### config.mk
export PLATFORM = sky130hd
export DESIGN_NAME = spi_slave
export DESIGN_NICKNAME = d
export VERILOG_FILES = /design/src/rtl/spi_pkg.sv /design/src/rtl/spi_sync_edge.sv /design/src/rtl/spi_slave.sv
export SDC_FILE = /design/constraint.sdc
export NUM_CORES = 1
export LEC_CHECK = 0
export ABC_AREA = 1
export CORE_MARGIN = 2
export CORE_UTILIZATION = 30
export CTS_CLUSTER_SIZE = 25
export DETAILED_ROUTE_END_ITERATION = 8
export GPL_TIMING_DRIVEN = 0
export PLACE_DENSITY = 0.47
export SYNTH_ARGS = -nofsm -noshare
export SYNTH_HDL_FRONTEND = slang
export SYNTH_SLANG_ARGS = --single-unit
### constraint.sdc
create_clock -name clk -period 2 [get_ports clk]
set_input_delay 0.4 -clock clk [delete_from_list [all_inputs] [get_ports clk]]
set_output_delay 0.4 -clock clk [all_outputs]
set_load 0.05 [all_outputs]
### src/rtl/spi_pkg.sv
// Shared SPI definitions: FSM state encoding and mode-0 bus constants.
package spi_pkg;

    typedef enum logic [1:0] {
        S_IDLE  = 2'd0,
        S_LOAD  = 2'd1,
        S_SHIFT = 2'd2
    } spi_state_e;

    // Mode 0: serial clock idles low; chip select idles high
    localparam logic CPOL    = 1'b0;
    localparam logic CS_IDLE = 1'b1;

endpackage

### src/rtl/spi_sync_edge.sv
// Multi-flop synchronizer for an asynchronous pin with rise/fall pulses on the synchronized value.
module spi_sync_edge #(
    parameter int unsigned STAGES  = 2,
    parameter logic        RST_VAL = 1'b0
) (
    input  logic clk,
    input  logic reset_n,
    input  logic din_i,
    output logic sync_o,
    output logic rise_c,
    output logic fall_c
);

    logic [STAGES-1:0] sync_q;
    logic              prev_q;

    always_ff @(posedge clk or negedge reset_n) begin
        if (!reset_n) begin
            sync_q <= {STAGES{RST_VAL}};
            prev_q <= RST_VAL;
        end else begin
            sync_q <= {sync_q[STAGES-2:0], din_i};
            prev_q <= sync_q[STAGES-1];
        end
    end

    assign sync_o = sync_q[STAGES-1];
    assign rise_c = sync_q[STAGES-1] & ~prev_q;
    assign fall_c = ~sync_q[STAGES-1] & prev_q;

endmodule

### src/rtl/spi_slave.sv
// SPI mode-0 slave: oversampled CLK/D/cs_n, full-duplex byte shifting with a one-deep tx holding register.
module spi_slave
    import spi_pkg::*;
#(
    parameter int unsigned DATA_W      = 8,
    parameter int unsigned SYNC_STAGES = 2,
    parameter logic        IDLE_Q      = 1'b0
) (
    input  logic              clk,
    input  logic              reset_n,
    input  logic              cs_n,
    input  logic              CLK,
    input  logic              D,
    output logic              Q,
    output logic              q_oe,
    input  logic [DATA_W-1:0] tx_data,
    input  logic              tx_valid,
    output logic              tx_ready,
    output logic [DATA_W-1:0] rx_data,
    output logic              rx_valid,
    output logic              tx_underrun,
    output logic              abort
);

    localparam int unsigned      CNT_W    = $clog2(DATA_W);
    localparam logic [CNT_W-1:0] LAST_BIT = CNT_W'(DATA_W - 1);

    logic sclk_rise, sclk_fall, sclk_sync_unused;
    logic cs_sync, cs_rise, cs_fall;
    logic d_sync, d_rise_unused, d_fall_unused;

    spi_sync_edge #(.STAGES(SYNC_STAGES), .RST_VAL(CPOL)) u_sclk_sync (
        .clk(clk), .reset_n(reset_n), .din_i(CLK),
        .sync_o(sclk_sync_unused), .rise_c(sclk_rise), .fall_c(sclk_fall)
    );

    spi_sync_edge #(.STAGES(SYNC_STAGES), .RST_VAL(CS_IDLE)) u_cs_sync (
        .clk(clk), .reset_n(reset_n), .din_i(cs_n),
        .sync_o(cs_sync), .rise_c(cs_rise), .fall_c(cs_fall)
    );

    spi_sync_edge #(.STAGES(SYNC_STAGES), .RST_VAL(1'b0)) u_d_sync (
        .clk(clk), .reset_n(reset_n), .din_i(D),
        .sync_o(d_sync), .rise_c(d_rise_unused), .fall_c(d_fall_unused)
    );

    spi_state_e        state_q, state_d;
    logic [CNT_W-1:0]  bit_cnt_q, bit_cnt_d;
    logic [DATA_W-1:0] rx_shift_q, rx_shift_d;
    logic [DATA_W-1:0] tx_shift_q, tx_shift_d;
    logic [DATA_W-1:0] hold_q, hold_d;
    logic              hold_empty_q, hold_empty_d;
    logic [DATA_W-1:0] rx_data_q, rx_data_d;
    logic              rx_valid_q, rx_valid_d;
    logic              underrun_q, underrun_d;
    logic              abort_q, abort_d;
    logic              q_q, q_d;
    logic              q_oe_q, q_oe_d;
    logic              reload_pend_q, reload_pend_d;
    logic              urun_pend_q, urun_pend_d;
    logic              reload;

    always_ff @(posedge clk or negedge reset_n) begin
        if (!reset_n) state_q <= S_IDLE;
        else          state_q <= state_d;
    end

    always_comb begin
        state_d = state_q;
        unique case (state_q)
            S_IDLE:  if (cs_fall) state_d = S_LOAD;
            S_LOAD:  state_d = cs_sync ? S_IDLE : S_SHIFT;
            S_SHIFT: if (cs_rise) state_d = S_IDLE;
            default: state_d = S_IDLE;
        endcase
    end

    // Datapath next-state; an empty-holding underrun at a frame boundary is reported
    // only when the next byte actually starts, so a clean cs_n rise does not flag it.
    always_comb begin
        bit_cnt_d     = bit_cnt_q;
        rx_shift_d    = rx_shift_q;
        tx_shift_d    = tx_shift_q;
        hold_d        = hold_q;
        hold_empty_d  = hold_empty_q;
        rx_data_d     = rx_data_q;
        rx_valid_d    = 1'b0;
        underrun_d    = 1'b0;
        abort_d       = 1'b0;
        reload_pend_d = reload_pend_q;
        urun_pend_d   = urun_pend_q;
        reload        = 1'b0;

        unique case (state_q)
            S_IDLE: begin
                bit_cnt_d     = '0;
                rx_shift_d    = '0;
                reload_pend_d = 1'b0;
                urun_pend_d   = 1'b0;
            end
            S_LOAD: reload = ~cs_sync;
            S_SHIFT: begin
                if (cs_rise) begin
                    abort_d       = (bit_cnt_q != '0);
                    bit_cnt_d     = '0;
                    rx_shift_d    = '0;
                    reload_pend_d = 1'b0;
                    urun_pend_d   = 1'b0;
                end else if (sclk_rise) begin
                    rx_shift_d = {rx_shift_q[DATA_W-2:0], d_sync};
                    if (urun_pend_q) begin
                        underrun_d  = 1'b1;
                        urun_pend_d = 1'b0;
                    end
                    if (bit_cnt_q == LAST_BIT) begin
                        bit_cnt_d     = '0;
                        rx_data_d     = {rx_shift_q[DATA_W-2:0], d_sync};
                        rx_valid_d    = 1'b1;
                        reload_pend_d = 1'b1;
                    end else begin
                        bit_cnt_d = bit_cnt_q + CNT_W'(1);
                    end
                end else if (sclk_fall) begin
                    if (reload_pend_q) begin
                        reload_pend_d = 1'b0;
                        if (!hold_empty_q) begin
                            reload = 1'b1;
                        end else begin
                            tx_shift_d  = '0;
                            urun_pend_d = 1'b1;
                        end
                    end else begin
                        tx_shift_d = {tx_shift_q[DATA_W-2:0], 1'b0};
                    end
                end
            end
            default: ;
        endcase

        if (reload) begin
            if (hold_empty_q) begin
                tx_shift_d = '0;
                underrun_d = 1'b1;
            end else begin
                tx_shift_d   = hold_q;
                hold_empty_d = 1'b1;
            end
        end

        // Write accepted only into an empty holding register, after the reload decision
        if (tx_valid && hold_empty_q) begin
            hold_d       = tx_data;
            hold_empty_d = 1'b0;
        end

        q_d    = (state_d == S_IDLE) ? IDLE_Q : tx_shift_d[DATA_W-1];
        q_oe_d = (state_d != S_IDLE);
    end

    always_ff @(posedge clk or negedge reset_n) begin
        if (!reset_n) begin
            bit_cnt_q     <= '0;
            rx_shift_q    <= '0;
            tx_shift_q    <= '0;
            hold_q        <= '0;
            hold_empty_q  <= 1'b1;
            rx_data_q     <= '0;
            rx_valid_q    <= 1'b0;
            underrun_q    <= 1'b0;
            abort_q       <= 1'b0;
            q_q           <= IDLE_Q;
            q_oe_q        <= 1'b0;
            reload_pend_q <= 1'b0;
            urun_pend_q   <= 1'b0;
        end else begin
            bit_cnt_q     <= bit_cnt_d;
            rx_shift_q    <= rx_shift_d;
            tx_shift_q    <= tx_shift_d;
            hold_q        <= hold_d;
            hold_empty_q  <= hold_empty_d;
            rx_data_q     <= rx_data_d;
            rx_valid_q    <= rx_valid_d;
            underrun_q    <= underrun_d;
            abort_q       <= abort_d;
            q_q           <= q_d;
            q_oe_q        <= q_oe_d;
            reload_pend_q <= reload_pend_d;
            urun_pend_q   <= urun_pend_d;
        end
    end

    assign Q           = q_q;
    assign q_oe        = q_oe_q;
    assign tx_ready    = hold_empty_q;
    assign rx_data     = rx_data_q;
    assign rx_valid    = rx_valid_q;
    assign tx_underrun = underrun_q;
    assign abort       = abort_q;

endmodule

==> metrics, run 1 <==
Hold Fails Final Rpt=0; Initial Util=0.309; setup violators final=0; Vias=1630; clock root buffer=clkbuf_8; CTS Sinks=52; RSZ-0062 raised after global routing=no; crit-path cells=clkdlybuf4s50_1; core region area=7250 um^2; Initial DRT Pass Iterations=4; DR WL met3=149 um; FP Rows=31; post-synth top area share=0.536; CP startpoint kind=flop; flop-to-flop setup slack=0.19 ns; crit share post-route=0.941; total gr overflow=0; global-route wire length before repair=7750 um; CP max-delay cell=clkdlybuf4s50_1; Routed Antenna Nets=0; maxcap violations=0; CP delay by family, top=buffers and inverters; Synth area leader=dfrtp_1; Detail Placement HPWL=3090 um; M1 WL=2220 um; Worst Clk Skew=0.0103 ns; RD Place Congestion=0.726; area delta synth->final=22.3%; CTS tree=yes; die height=90.4 um; CP max stage delay=0.81 ns; total power draw=3.04 mW; Worst-Skew Late Latency=0.30 ns; syn_nets=255; LEAKAGE=1.29 nW; Top Layer Used=met4; area of the die=8170 um^2; Total Wirelength=4300 um; cell count after synthesis=232; Slew Limit Fails=0; post-route minimum period=1.88 ns; Layout Utilization=0.378; CTS Buf Count=5; Critical Path RT=1.60 ns; Ant. Diodes=0; placed instance area=2650 um^2; fillers=754; pin count of the biggest net entering global routing=33; Synth Register Bits=52; Initial DRC Count=54; vias in the first global route=1625; H-tree Lvls=2; Max Freq=0.532 GHz; initial antenna violation count=0; Max FO, Critical Path=2; worst vdd ir=0.523 mV; post-CTS setup buffers=0; Yosys cell types=28; met2 WL=1890 um; Slew Limit Headroom=0.660; Hold Crit Class=in -> async; wire per inst=11.7 um; synth top area cells=dfrtp_1 54%, nand2_1 9.1%, nand3_1 7.4%; layout cells sized above 1=0.108; CP Capture Type=output port; die width=90.4 um; outcome=complete, no violations; Final nets=290; Post-Syn Area=2240 um^2; clock-pin transition on the worst setup and hold timing paths=0.10 ns; GRT Resource Usage Total=0.116; WP data arrival=1.48 ns; register area share after synthesis=0.583; input/output buffers=27; clk buf depth=2; DRC=0; WP buf/inv=1; WS Path Type=reg -> out; num ports=28; mean post-synth cell area=9.65 um^2; Slew @ Worst Pin=0.511 ns; fin area=2740 um^2; pwr dens=1110 nW/um^2; via-per-instance ratio=4.44; Synth Warn #=0
## kinds of logic (layout without fill, tap and decap cells)
logic type | after synthesis | count (layout) | synth area share
simple gates | 108 | 108 | 0.223
buf+inv | 35 | 71 | 0.0704
flops | 52 | 52 | 0.583
fa+ha+maj | 9 | 9 | 0.0503
compound gates | 28 | 28 | 0.0732
## cell usage in the layout, fill, tap and decap left out, types with 3 or more instances in the layout
cell type,netlist,routed
clkbuf_8,1,6
inv_1,26,26
o21ai_0,18,18
o21ai_1,3,3
nand3_1,33,33
nand4_1,9,9
nand2_1,54,54
ha_1,9,9
nor2_1,4,4
nand2_2,3,3
dfrtp_1,48,48
dfstp_2,4,4
clkdlybuf4s50_1,0,25
## layer usage
layer,up-vias,GRT usage
met5,-,0
met4,0,0.0385
met3,2,0.0309
met2,27,0.174
met1,778,0.162
li1,823,-
## final cells by class
cell class	instances	area, um^2	area share
flip-flops and latches	52	1310	0.477
multi-input cells	145	776	0.283
repair buffers	28	284	0.104
well taps	99	124	0.0452
inverters	29	109	0.0397
clock buffers	5	68.8	0.0251
plain buffers	6	48.8	0.0178
clock inverters	3	22.5	0.00822
## state kept, by name, indices dropped and copies added, names as in the netlist, 2 cells and up
name	flops
hold_q	8
bit_cnt_q	3
u_d_sync.sync_q	2
u_sclk_sync.sync_q	2
u_cs_sync.sync_q	2
rx_shift_q	7
rx_data	8
tx_shift_q	8
state_q	2
## cells in the mapped netlist
master    count
a211oi_1      1
a21oi_1       2
a21oi_2       1
a22oi_1       1
buf_2         1
buf_6         2
clkbuf_1      2
clkbuf_8      1
clkinv_1      1
dfrtp_1      48
dfstp_2       4
ha_1          9
inv_1        26
inv_2         2
nand2_1      54
nand2_2       3
nand2_4       1
nand3_1      33
nand3b_1      1
nand4_1       9
nor2_1        4
nor2_2        1
nor2_4        1
nor3_1        1
o21ai_0      18
o21ai_1       3
o21ai_2       1
o21ai_4       1
## power breakdown
group	total (mW)	switching [mW]	internal (mW)
clock network	0.608	0.357	0.251
logic	1.05	0.700	0.349
registers	1.39	0.123	1.26
total	3.04	1.18	1.86
## final timing paths
path,cells past startpoint,endpoint,from
max,1,rx_data[0],rx_data[0]$_DFFE_PN0P_
min,1,rx_data[1]$_DFFE_PN0P_,reset_n
max reg2reg,10,tx_shift_q[4]$_DFFE_PN0P_,state_q[0]$_DFF_PN0_
min reg2reg,0,u_sclk_sync.sync_q[1]$_DFF_PN0_,u_sclk_sync.sync_q[0]$_DFF_PN0_
max in group asynchronous,2,tx_ready$_DFFE_PN1P_,reset_n
min in group clk,0,u_sclk_sync.sync_q[1]$_DFF_PN0_,u_sclk_sync.sync_q[0]$_DFF_PN0_
## timing repair
item | CTS | global route
setup endpoints to repair | 1 | 0
gates resized for setup | 1 | 0
hold buffers | 0 | 0
hold endpoints to repair | 0 | 0
## through the flow
step	TNS (ns)	std cells	hold WS, ns	setup WS, ns
after floorplan	0	232	0.104	0.406
after global placement	-55.55	358	0.332	-1.12
after detailed placement	0	359	0.339	0.168
after CTS	0	367	0.0516	0.0998
after global routing	0	367	0.0584	0.00656
final	0	367	0.0453	0.119
No activity file was read; power rests on OpenSTA's default activity.
==> run 2: changes to the inputs <==
- GPL_ROUTABILITY_DRIVEN: unset -> 0
==> results of run 2 <==
Same layout as run 1: the final DEF is identical, and so are final timing and power.
